`src/rtl/dmem_arbiter_if.sv`:
```
// ============================================================================
// dmem_arbiter_if : core/host request ports and data-memory port of the arbiter
// Revision 1.0
// ============================================================================
`default_nettype none

interface dmem_arbiter_if #(
  parameter int ADDR_SIZE = 10
);
  logic                 core_req;
  logic                 core_we;
  logic [31:0]          core_addr;
  logic [31:0]          core_wdata;
  logic                 core_gnt;
  logic                 core_rvalid;
  logic [31:0]          core_rdata;

  logic                 host_req;
  logic                 host_we;
  logic [31:0]          host_addr;
  logic [31:0]          host_wdata;
  logic                 host_gnt;
  logic                 host_rvalid;
  logic [31:0]          host_rdata;

  logic                 mem_en;
  logic                 mem_we;
  logic [ADDR_SIZE-1:0] mem_addr;
  logic [31:0]          mem_wdata;
  logic [31:0]          mem_rdata;

  logic                 addr_err;

  // Arbiter view
  modport slave (
    input  core_req, core_we, core_addr, core_wdata,
    output core_gnt, core_rvalid, core_rdata,
    input  host_req, host_we, host_addr, host_wdata,
    output host_gnt, host_rvalid, host_rdata,
    output mem_en, mem_we, mem_addr, mem_wdata,
    input  mem_rdata,
    output addr_err
  );

  // Requester + memory view
  modport master (
    output core_req, core_we, core_addr, core_wdata,
    input  core_gnt, core_rvalid, core_rdata,
    output host_req, host_we, host_addr, host_wdata,
    input  host_gnt, host_rvalid, host_rdata,
    input  mem_en, mem_we, mem_addr, mem_wdata,
    output mem_rdata,
    input  addr_err
  );
endinterface

`default_nettype wire

```
`src/rtl/dmem_arbiter.sv`:
```
// ============================================================================
// dmem_arbiter : core/host arbiter for the single data memory.
// Macro DMEM_ARB_RR_EN selects round-robin; default is fixed core priority.
// Revision 1.0
// ============================================================================
`default_nettype none

module dmem_arbiter #(
  parameter int ADDR_SIZE = 10
) (
  input  wire logic         clk,
  input  wire logic         rst,
  dmem_arbiter_if.slave     bus
);

  typedef enum logic {
    GNT_CORE = 1'b0,
    GNT_HOST = 1'b1
  } gnt_e;

  typedef enum logic [1:0] {
    OWN_NONE = 2'd0,
    OWN_CORE = 2'd1,
    OWN_HOST = 2'd2
  } own_e;

  gnt_e        r_last_gnt, w_last_gnt_nxt;
  own_e        r_rd_owner, w_rd_owner_nxt;
  logic        r_rd_oor,   w_rd_oor_nxt;
  logic        r_addr_err, w_addr_err_nxt;

  logic        w_core_win;
  logic        w_host_win;
  logic        w_any_win;
  logic        w_sel_we;
  logic        w_in_range;
  logic [31:0] w_sel_addr;
  logic [31:0] w_sel_wdata;
  logic        w_unused_ok;

  // Winner selection; rst gates every grant.
  always_comb begin
`ifdef DMEM_ARB_RR_EN
    w_core_win = bus.core_req && !rst && (!bus.host_req || (r_last_gnt == GNT_HOST));
`else
    w_core_win = bus.core_req && !rst;
`endif
    w_host_win = bus.host_req && !rst && !w_core_win;
    w_any_win  = w_core_win || w_host_win;
  end

  assign w_sel_addr  = w_host_win ? bus.host_addr  : bus.core_addr;
  assign w_sel_wdata = w_host_win ? bus.host_wdata : bus.core_wdata;
  assign w_sel_we    = w_host_win ? bus.host_we    : bus.core_we;
  assign w_in_range  = (w_sel_addr[31:ADDR_SIZE+2] == '0);
  assign w_unused_ok = &{1'b0, w_sel_addr[1:0]};

  assign bus.core_gnt  = w_core_win;
  assign bus.host_gnt  = w_host_win;
  assign bus.mem_en    = w_any_win;
  assign bus.mem_we    = w_any_win && w_sel_we && w_in_range;
  assign bus.mem_addr  = w_sel_addr[ADDR_SIZE+1:2];
  assign bus.mem_wdata = w_sel_wdata;

  always_comb begin
    w_last_gnt_nxt = r_last_gnt;
    w_rd_owner_nxt = OWN_NONE;
    w_rd_oor_nxt   = 1'b0;
    w_addr_err_nxt = r_addr_err;
    if (w_any_win) begin
      w_last_gnt_nxt = w_host_win ? GNT_HOST : GNT_CORE;
      if (!w_in_range) begin
        w_addr_err_nxt = 1'b1;
      end
      if (!w_sel_we) begin
        w_rd_owner_nxt = w_host_win ? OWN_HOST : OWN_CORE;
        w_rd_oor_nxt   = !w_in_range;
      end
    end
  end

  always_ff @(posedge clk) begin
    if (rst) begin
      r_last_gnt <= GNT_HOST;
      r_rd_owner <= OWN_NONE;
      r_rd_oor   <= 1'b0;
      r_addr_err <= 1'b0;
    end else begin
      r_last_gnt <= w_last_gnt_nxt;
      r_rd_owner <= w_rd_owner_nxt;
      r_rd_oor   <= w_rd_oor_nxt;
      r_addr_err <= w_addr_err_nxt;
    end
  end

  // Read return is masked during rst so a read granted just before reset never surfaces.
  assign bus.core_rvalid = (r_rd_owner == OWN_CORE) && !rst;
  assign bus.host_rvalid = (r_rd_owner == OWN_HOST) && !rst;
  assign bus.core_rdata  = (bus.core_rvalid && !r_rd_oor) ? bus.mem_rdata : 32'd0;
  assign bus.host_rdata  = (bus.host_rvalid && !r_rd_oor) ? bus.mem_rdata : 32'd0;
  assign bus.addr_err    = r_addr_err && !rst;

endmodule

`default_nettype wire
```
`src/flat_wrapper.sv`:
```
// flat-port wrapper written by rule: the top's interface ports become plain ports
module dmem_arbiter_flat 
#(
  parameter int ADDR_SIZE = 10
)
  (clk, rst, bus_core_req, bus_core_we, bus_core_addr, bus_core_wdata, bus_core_gnt, bus_core_rvalid, bus_core_rdata, bus_host_req, bus_host_we, bus_host_addr, bus_host_wdata, bus_host_gnt, bus_host_rvalid, bus_host_rdata, bus_mem_en, bus_mem_we, bus_mem_addr, bus_mem_wdata, bus_mem_rdata, bus_addr_err);
  dmem_arbiter_if #(.ADDR_SIZE(ADDR_SIZE)) bus_i ();
  input  wire logic clk;
  input  wire logic rst;
  input wire logic [$bits(bus_i.core_req)-1:0] bus_core_req;
  input wire logic [$bits(bus_i.core_we)-1:0] bus_core_we;
  input wire logic [$bits(bus_i.core_addr)-1:0] bus_core_addr;
  input wire logic [$bits(bus_i.core_wdata)-1:0] bus_core_wdata;
  output wire logic [$bits(bus_i.core_gnt)-1:0] bus_core_gnt;
  output wire logic [$bits(bus_i.core_rvalid)-1:0] bus_core_rvalid;
  output wire logic [$bits(bus_i.core_rdata)-1:0] bus_core_rdata;
  input wire logic [$bits(bus_i.host_req)-1:0] bus_host_req;
  input wire logic [$bits(bus_i.host_we)-1:0] bus_host_we;
  input wire logic [$bits(bus_i.host_addr)-1:0] bus_host_addr;
  input wire logic [$bits(bus_i.host_wdata)-1:0] bus_host_wdata;
  output wire logic [$bits(bus_i.host_gnt)-1:0] bus_host_gnt;
  output wire logic [$bits(bus_i.host_rvalid)-1:0] bus_host_rvalid;
  output wire logic [$bits(bus_i.host_rdata)-1:0] bus_host_rdata;
  output wire logic [$bits(bus_i.mem_en)-1:0] bus_mem_en;
  output wire logic [$bits(bus_i.mem_we)-1:0] bus_mem_we;
  output wire logic [$bits(bus_i.mem_addr)-1:0] bus_mem_addr;
  output wire logic [$bits(bus_i.mem_wdata)-1:0] bus_mem_wdata;
  input wire logic [$bits(bus_i.mem_rdata)-1:0] bus_mem_rdata;
  output wire logic [$bits(bus_i.addr_err)-1:0] bus_addr_err;
  assign bus_i.core_req = bus_core_req;
  assign bus_i.core_we = bus_core_we;
  assign bus_i.core_addr = bus_core_addr;
  assign bus_i.core_wdata = bus_core_wdata;
  assign bus_core_gnt = bus_i.core_gnt;
  assign bus_core_rvalid = bus_i.core_rvalid;
  assign bus_core_rdata = bus_i.core_rdata;
  assign bus_i.host_req = bus_host_req;
  assign bus_i.host_we = bus_host_we;
  assign bus_i.host_addr = bus_host_addr;
  assign bus_i.host_wdata = bus_host_wdata;
  assign bus_host_gnt = bus_i.host_gnt;
  assign bus_host_rvalid = bus_i.host_rvalid;
  assign bus_host_rdata = bus_i.host_rdata;
  assign bus_mem_en = bus_i.mem_en;
  assign bus_mem_we = bus_i.mem_we;
  assign bus_mem_addr = bus_i.mem_addr;
  assign bus_mem_wdata = bus_i.mem_wdata;
  assign bus_i.mem_rdata = bus_mem_rdata;
  assign bus_addr_err = bus_i.addr_err;
  dmem_arbiter #(.ADDR_SIZE(ADDR_SIZE)) u_core (.clk(clk), .rst(rst), .bus(bus_i));
endmodule
```
`config.mk`:
```
export PLATFORM = sky130hd
export DESIGN_NAME = dmem_arbiter_flat
export DESIGN_NICKNAME = d
export VERILOG_FILES = /design/src/rtl/dmem_arbiter_if.sv /design/src/rtl/dmem_arbiter.sv /design/src/flat_wrapper.sv
export SDC_FILE = /design/constraint.sdc
export NUM_CORES = 1
export LEC_CHECK = 0
export ABC_AREA = 1
export CAP_MARGIN = 20
export CORE_AREA = 2 2 109 111
export CTS_CLUSTER_DIAMETER = 40
export DETAILED_ROUTE_END_ITERATION = 7
export DIE_AREA = 0 0 111 113
export PLACE_DENSITY = 0.64
export SYNTH_ARGS = -nofsm -noshare
export SYNTH_HDL_FRONTEND = slang
export SYNTH_SLANG_ARGS = --single-unit
```
`constraint.sdc`:
```
create_clock -name clk -period 2.2 [get_ports clk]
set_input_delay 0.55 -clock clk [delete_from_list [all_inputs] [get_ports clk]]
set_output_delay 0.55 -clock clk [all_outputs]
set_load 0.1 [all_outputs]
```
======== Word level (Yosys, flattened, before mapping) ========
Index checks and enable logic that the tools add are counted.
storage, ports and cells
  input bits .............................. 166
  output and inout bits ................... 113
  logic and storage cells ................. 31
  register bits ........................... 4
cells by class
  mux-type cells .......................... 6
  equality and inequality tests ........... 2
  bitwise logic cells ..................... 2
  reduce and logical (&&, ||, !) cells .... 18
operator list
  kind                count
  $mux 32             4
  $logic_not 20->1    1
  $logic_and 1x1->1   10
  $logic_not 1->1     4
  $reduce_or 3->1     1
  $eq 2x1->1 const B  1
  $eq 2x2->1 const B  1
  $mux 2              1
  $not 1->1           2
  $reduce_and 2->1    1
  $logic_or 1x1->1    1
  $mux 1              1

======== Longest topological paths before layout ========
Gate-level depths: netlist (run 1).
  word-level depth ........................ 8
  depth in mapped cells ................... 7
  gate-level depth less buffers ........... 7

======== Worst setup path after synthesis (run 1) ========
No wires, ideal clock.
  kind .................................... in2out
  start ................................... in rst
  end ..................................... out bus_core_rdata[11]
  arrival ................................. 3.556 ns
  cell stages on the path ................. 4
  path slack .............................. -1.906 ns
  path buffers ............................ 1
  path through ............................ nor3b_2 nand2_2 buf_6 nor2_1
on the way
  longest elaborated chain between the ends .. 4
RTL lines
  item                line                RTL
  start: declaration  flat_wrapper.sv:9   input wire logic rst;
  $logic_not 1->1     dmem_arbiter.sv:97  assign bus.core_rvalid = (r_rd_owner == OWN_CORE) && !rst;
  $logic_and 1x1->1   dmem_arbiter.sv:97
  $logic_and 1x1->1   dmem_arbiter.sv:99  assign bus.core_rdata = (bus.core_rvalid && !r_rd_oor) ? bus.mem_rdata : 32'd0;
  $mux 32             dmem_arbiter.sv:99
  end: declaration    flat_wrapper.sv:16  output wire logic [$bits(bus_i.core_rdata)-1:0] bus_core_rdata;
Every way passes these cells.

======== Worst setup path after layout (run 1) ========
  start ................................... in bus_core_addr[22]
  end ..................................... out bus_mem_we
on the way
  longest elaborated chain between the ends .. 3
RTL lines
  item                line                RTL
  start: declaration  flat_wrapper.sv:12  input wire logic [$bits(bus_i.core_addr)-1:0] bus_core_addr;
  $mux 32             dmem_arbiter.sv:52  assign w_sel_addr = w_host_win ? bus.host_addr : bus.core_addr;
  $logic_not 20->1    dmem_arbiter.sv:55  assign w_in_range = (w_sel_addr[31:ADDR_SIZE+2] == '0);
  $logic_and 1x1->1   dmem_arbiter.sv:61  assign bus.mem_we = w_any_win && w_sel_we && w_in_range;
  end: declaration    flat_wrapper.sv:25  output wire logic [$bits(bus_i.mem_we)-1:0] bus_mem_we;
Every way passes these cells.

==> results.cfg, run 1 <==
[final_layout]
fin_util_pct = 61.4
stdcell_count = 761
syn_to_final_growth_pct = 425
nets = 784
mostFrequentLayoutCells = clkdlybuf4s50_1, buf_12, nand2_1
layout-drive-gt1-share_pct = 51.3
final_common_cell = clkdlybuf4s50_1

[sta]
hold_viol = 0
slew_headroom_pct = 85.2
clock_skew_ns = 0
rsz0062_at_grt = true
setup_violations = 18
period_minus_slack_ns = 2.27
worst_slew_pin_slew_ns = 0.222
finalSetupTns_ns = -0.182
setup_slack_ns = -0.0657
fmax_mhz = 441
final.period_utilization_pct = 103
slew_viol_final = 0

[logic_synthesis]
avgSynthCellArea_um2 = 4.32
ys_seq_elements = 4
ys_warn_count = 0
yosys.cell_types.count = 17
synth_area_um2 = 1320
netlist_instances = 305
synth_fp_nets = 471
seq_area_frac_synth_pct = 6.07

[die]
start_util_pct = 11.7
die_w_um = 111
dieArea_um2 = 12500
die_h_um = 113
design.core.area_um2 = 11300
floorplan.io_pins = 279
rows = 39

[global_route]
grt_start_max_net_pins = 13
antenna_found_initial = 3
grt-ovfl-total = 0
grt_pass1_wl_um = 16600
track_usage_pct = 16.4
first_global_vias = 3325

[worst_setup_path]
critPathMostFrequentCell = nor2_1
arrival_ns = 1.72
critPathRequiredTime_ns = 1.65
path_buf_inv = 2
worstSetupPathType = input pin to output port
cp_top_family = buffers and inverters
crit_slowest_cell = clkdlybuf4s50_1
critPathCaptureType = output port
path_cells = clkdlybuf4s50_1 > nor2_1 > nand2_1 > nor2_1 > nand3_2 > a21oi_4 > buf_12
max_stage_delay_ns = 0.40
cp-start-kind = input pin
worstPathMaxFanout = 2

[clocking]
numCtsBuffers = 3
clkSinkCount = 4
clockRootBuffer = clkbuf_16
h-tree-depth = 1
path_clk_slew_ns = 0.03
insertion_delay_ns = 0.22
cts_tree = built
clk_path_buf_depth = 2

[power_and_ir_drop]
ir_worst_vdd_mv = 0.218
power.leakage_nw = 3.15
power_per_cell_area_nw_per_um2 = 290
power_mw = 2.01

[route]
ant_nets = 0
drt-total-wl_um = 10500
routedWlPerCell_um = 13.8
drt_iter0_drc = 74
firstDrtPassIters = 4
drcViolationCount = 0
vias = 3010
vias_per_cell = 3.96

[placed_design]
hpwlAfterDp_um = 9050
io_buffers = 274
gp_congestion = 0.777
dp_cells = 737

[outcome]
status = finished, violations left
violations = setup timing

[min_path]
hold_class = input pin to flop

[run]
cap_violations = 0
-- worst register-to-register path, cell delays in order (launching register included) --
cell and delay [ns]:
dfxtp_1 0.29, nand2_1 0.09, buf_4 0.11, nand2_1 0.04
-- synthesized netlist by cell type, drive strengths merged --
| cell | number | area [um^2] |
|---|---|---|
| a21oi | 1 | 5.00 |
| buf | 15 | 121 |
| dfxtp | 4 | 80.1 |
| inv | 38 | 143 |
| nand2 | 144 | 546 |
| nand3 | 4 | 25.0 |
| nor2 | 95 | 367 |
| nor3b | 1 | 12.5 |
| o211ai | 1 | 7.51 |
| o21a | 1 | 7.51 |
| o21ai | 1 | 5.00 |
-- state kept, by name, summed over array words and instances, names as in the netlist --
register           count
u_core.r_rd_owner      2
u_core.r_rd_oor        1
u_core.r_addr_err      1
-- final cells by class --
type / instances / area (um^2)
fillers: 917 / 4350
repair buffers: 322 / 4600
inverters: 38 / 171
repair inverters: 1 / 11.3
diodes: 2 / 5.00
flip-flops and latches: 4 / 80.1
multi-input cells: 248 / 1800
clock buffers: 3 / 75.1
well taps: 143 / 179
-- metal layers --
metal  up-vias  GRT usage, %  share of wire, %
met3        12          4.87               9.1
met4         2          2.33              0.90
li1       1503             -                 -
met5         -             0              0.15
met2       173          34.4                57
met1      1320          15.8                33
-- kinds of logic after synthesis --
group / Yosys count / synth area share (%)
simple gates: 244 / 72.0
compound gates: 4 / 1.90
flops: 4 / 6.07
buf+inv: 53 / 20.0
-- per-stage QoR --
stage	hold slack (ns)	worst slack, ns	area (um^2)
6_report	0.575	-0.0657	6920
5_1_grt	0.617	-0.111	6920
4_1_cts	0.591	-0.152	6850
3_5_place_dp	0.584	-0.465	6260
3_3_place_gp	0.560	-0.487	6260
2_1_floorplan	0.422	-0.714	2010
-- where the power goes --
part	total, mW	switching, mW	internal (mW)
clock	0.276	0.0443	0.232
sequential	0.0806	0.00278	0.0778
combinational	1.65	0.940	0.710
-- path summary, 6_finish.rpt --
| check | endpoint | from | cells past startpoint | slack (ns) |
|---|---|---|---|---|
| setup / recovery | bus_mem_we | bus_core_addr[22] | 7 | -0.07 |
| hold / removal | u_core.r_rd_owner[1] | bus_host_we | 2 | 0.57 |
| setup reg to reg | u_core.r_addr_err | u_core.r_addr_err | 3 | 1.56 |
| hold reg to reg | u_core.r_addr_err | u_core.r_addr_err | 3 | 0.58 |
-- repair_timing --
action | CTS | global route
hold endpoints to repair | 0 | 0
buffers inserted | 11 | 4
cloned | 9 | 0
endpoints found under the setup margin | 111 | 107
pin swaps | 15 | 39
resized for setup | 59 | 58
hold buffers | 0 | 0
Note: power is estimated with default switching activity, not from simulation.
==> run 2, diff against run 1 <==
--- a/config.mk
+++ b/config.mk
@@ -8,6 +8,7 @@
 export ABC_AREA = 1
 export CAP_MARGIN = 20
 export CORE_AREA = 2 2 109 111
+export CTS_BUF_LIST = sky130_fd_sc_hd__clkbuf_2 sky130_fd_sc_hd__clkbuf_4 sky130_fd_sc_hd__clkbuf_8
 export CTS_CLUSTER_DIAMETER = 40
 export DETAILED_ROUTE_END_ITERATION = 7
 export DIE_AREA = 0 0 111 113
==> run 2 against run 1 <==
Compared with the run above:
- maximum frequency decreased by 0.50%
- die area did not move
- global-route usage barely moved
- the flow still finishes with violations (setup timing)
- flip-flop and latch count stayed put
==> results.cfg, run 2 (synthesized netlist as in run 1, its figures left out) <==
[sta]
hold_ws_ns = 0.578
hold_viol = 0
setup_slack_ns = -0.0771
period_minus_slack_ns = 2.28
worst_slew_pin_slew_ns = 0.222
final.period_utilization_pct = 104
finalSetupTns_ns = -0.199
rsz0062_at_grt = true
slew_headroom_pct = 85.2
clock_skew_ns = 0
setup_violations = 18
fmax_mhz = 439
slew_viol_final = 0

[die]
design.core.area_um2 = 11300
die_w_um = 111
floorplan.io_pins = 279
start_util_pct = 11.7
die_h_um = 113
dieArea_um2 = 12500
rows = 39

[route]
vias = 3000
vias_per_cell = 3.94
drcViolationCount = 0
firstDrtPassIters = 4
drt_iter0_drc = 83
ant_nets = 0
drt-total-wl_um = 10500
routedWlPerCell_um = 13.8

[global_route]
track_usage_pct = 16.4
antenna_found_initial = 3
first_global_vias = 3328
grt_pass1_wl_um = 16700
grt-ovfl-total = 0
grt_start_max_net_pins = 13

[final_layout]
largest_reg_flops = 2
final_common_cell = clkdlybuf4s50_1
layout-drive-gt1-share_pct = 51.3
top_regs = u_core.r_rd_owner: 2 flops, u_core.r_addr_err: 1 flops, u_core.r_rd_oor: 1 flops
mostFrequentLayoutCells = clkdlybuf4s50_1, buf_12, nand2_1
fin_util_pct = 61.1
largest-register = u_core.r_rd_owner
nets = 784
stdcell_count = 761
final_cell_area_um2 = 6890
syn_to_final_growth_pct = 422

[clocking]
h-tree-depth = 1
clockRootBuffer = clkbuf_8
numCtsBuffers = 3
insertion_delay_ns = 0.21
cts_tree = built
clk_path_buf_depth = 2
path_clk_slew_ns = 0.03
clkSinkCount = 4

[worst_setup_path]
regToRegStartpoint = u_core.r_addr_err
path_cells = clkdlybuf4s50_1 > nor2_1 > nand2_1 > nor2_1 > nand3_2 > a21oi_4 > buf_12
critPathRequiredTime_ns = 1.65
rr_worst_depth = 3
critPathCaptureType = output port
cp-start-kind = input pin
setup.worst_path.start = bus_core_addr[22]
arrival_ns = 1.73
timing.rr.end = u_core.r_addr_err
reg2reg_setup_slack_ns = 1.56
max_stage_delay_ns = 0.40
crit_slowest_cell = clkdlybuf4s50_1
worstSetupPathType = input pin to output port
worstPathMaxFanout = 2
critPathMostFrequentCell = nor2_1
critPathCapture = bus_mem_we

[placed_design]
io_buffers = 274
dp_cells = 737
gp_congestion = 0.777
hpwlAfterDp_um = 9050
placed_cell_area_um2 = 6260
post-place-ws_ns = -0.465

[power_and_ir_drop]
ir_worst_vdd_mv = 0.215
power_mw = 1.88
power.leakage_nw = 3.13
power_per_cell_area_nw_per_um2 = 273

[outcome]
status = finished, violations left
violations = setup timing

[run]
cap_violations = 0

[min_path]
hold_class = flop to flop
-- run 2: cell counts in the layout (fill, tap and decap cells not counted) --
No cell type changed its count.
-- run 2: critical path, delay by kind of cell --
family	cells	cell delay, ns
buffers and inverters	2	0.59
AOI/OAI and AO/OA	1	0.18
and+or+nand+nor	4	0.40
-- run 2: layout make-up --
cell class | instances | area (um^2)
antenna | 2 | 5.00
clock buffer | 3 | 41.3
fill | 919 | 4380
inverter | 38 | 171
multi-input combinational | 248 | 1800
sequential | 4 | 80.1
tap | 143 | 179
timing repair buffer | 322 | 4600
timing repair inverter | 1 | 11.3
-- run 2: worst min-delay path by stage --
stage,start,slack [ns],depth (start not counted),to
after floorplan,u_core.r_addr_err,0.42,2,u_core.r_addr_err
after global placement,u_core.r_addr_err,0.56,3,u_core.r_addr_err
after detailed placement,u_core.r_addr_err,0.58,3,u_core.r_addr_err
after CTS,u_core.r_addr_err,0.59,3,u_core.r_addr_err
after global routing,bus_host_we,0.62,2,u_core.r_rd_owner[1]
final,u_core.r_addr_err,0.58,3,u_core.r_addr_err
-- run 2: repair_timing --
item | in CTS | in global routing
setup buffers | 11 | 4
gates cloned | 9 | 0
setup endpoints to repair | 111 | 107
pin swaps | 15 | 39
gates resized for setup | 59 | 58
hold buffers | 0 | 0
-- run 2: power breakdown --
part	total, mW	leakage, nW	switching [mW]	internal [mW]
registers	0.0806	0.0331	0.00277	0.0778
logic	1.65	3.08	0.940	0.710
clock network	0.149	0.0216	0.0326	0.116
total	1.88	3.13	0.976	0.903
-- run 2: metal layers --
metal	vias to the layer above	wire length (um)	share of wire, %	GRT usage [%]
li1	1503	-	-	-
met1	1314	3440	33	15.8
met2	169	6020	57	34.4
met3	12	946	9.0	4.87
met4	2	95	0.90	2.58
met5	-	16	0.15	0
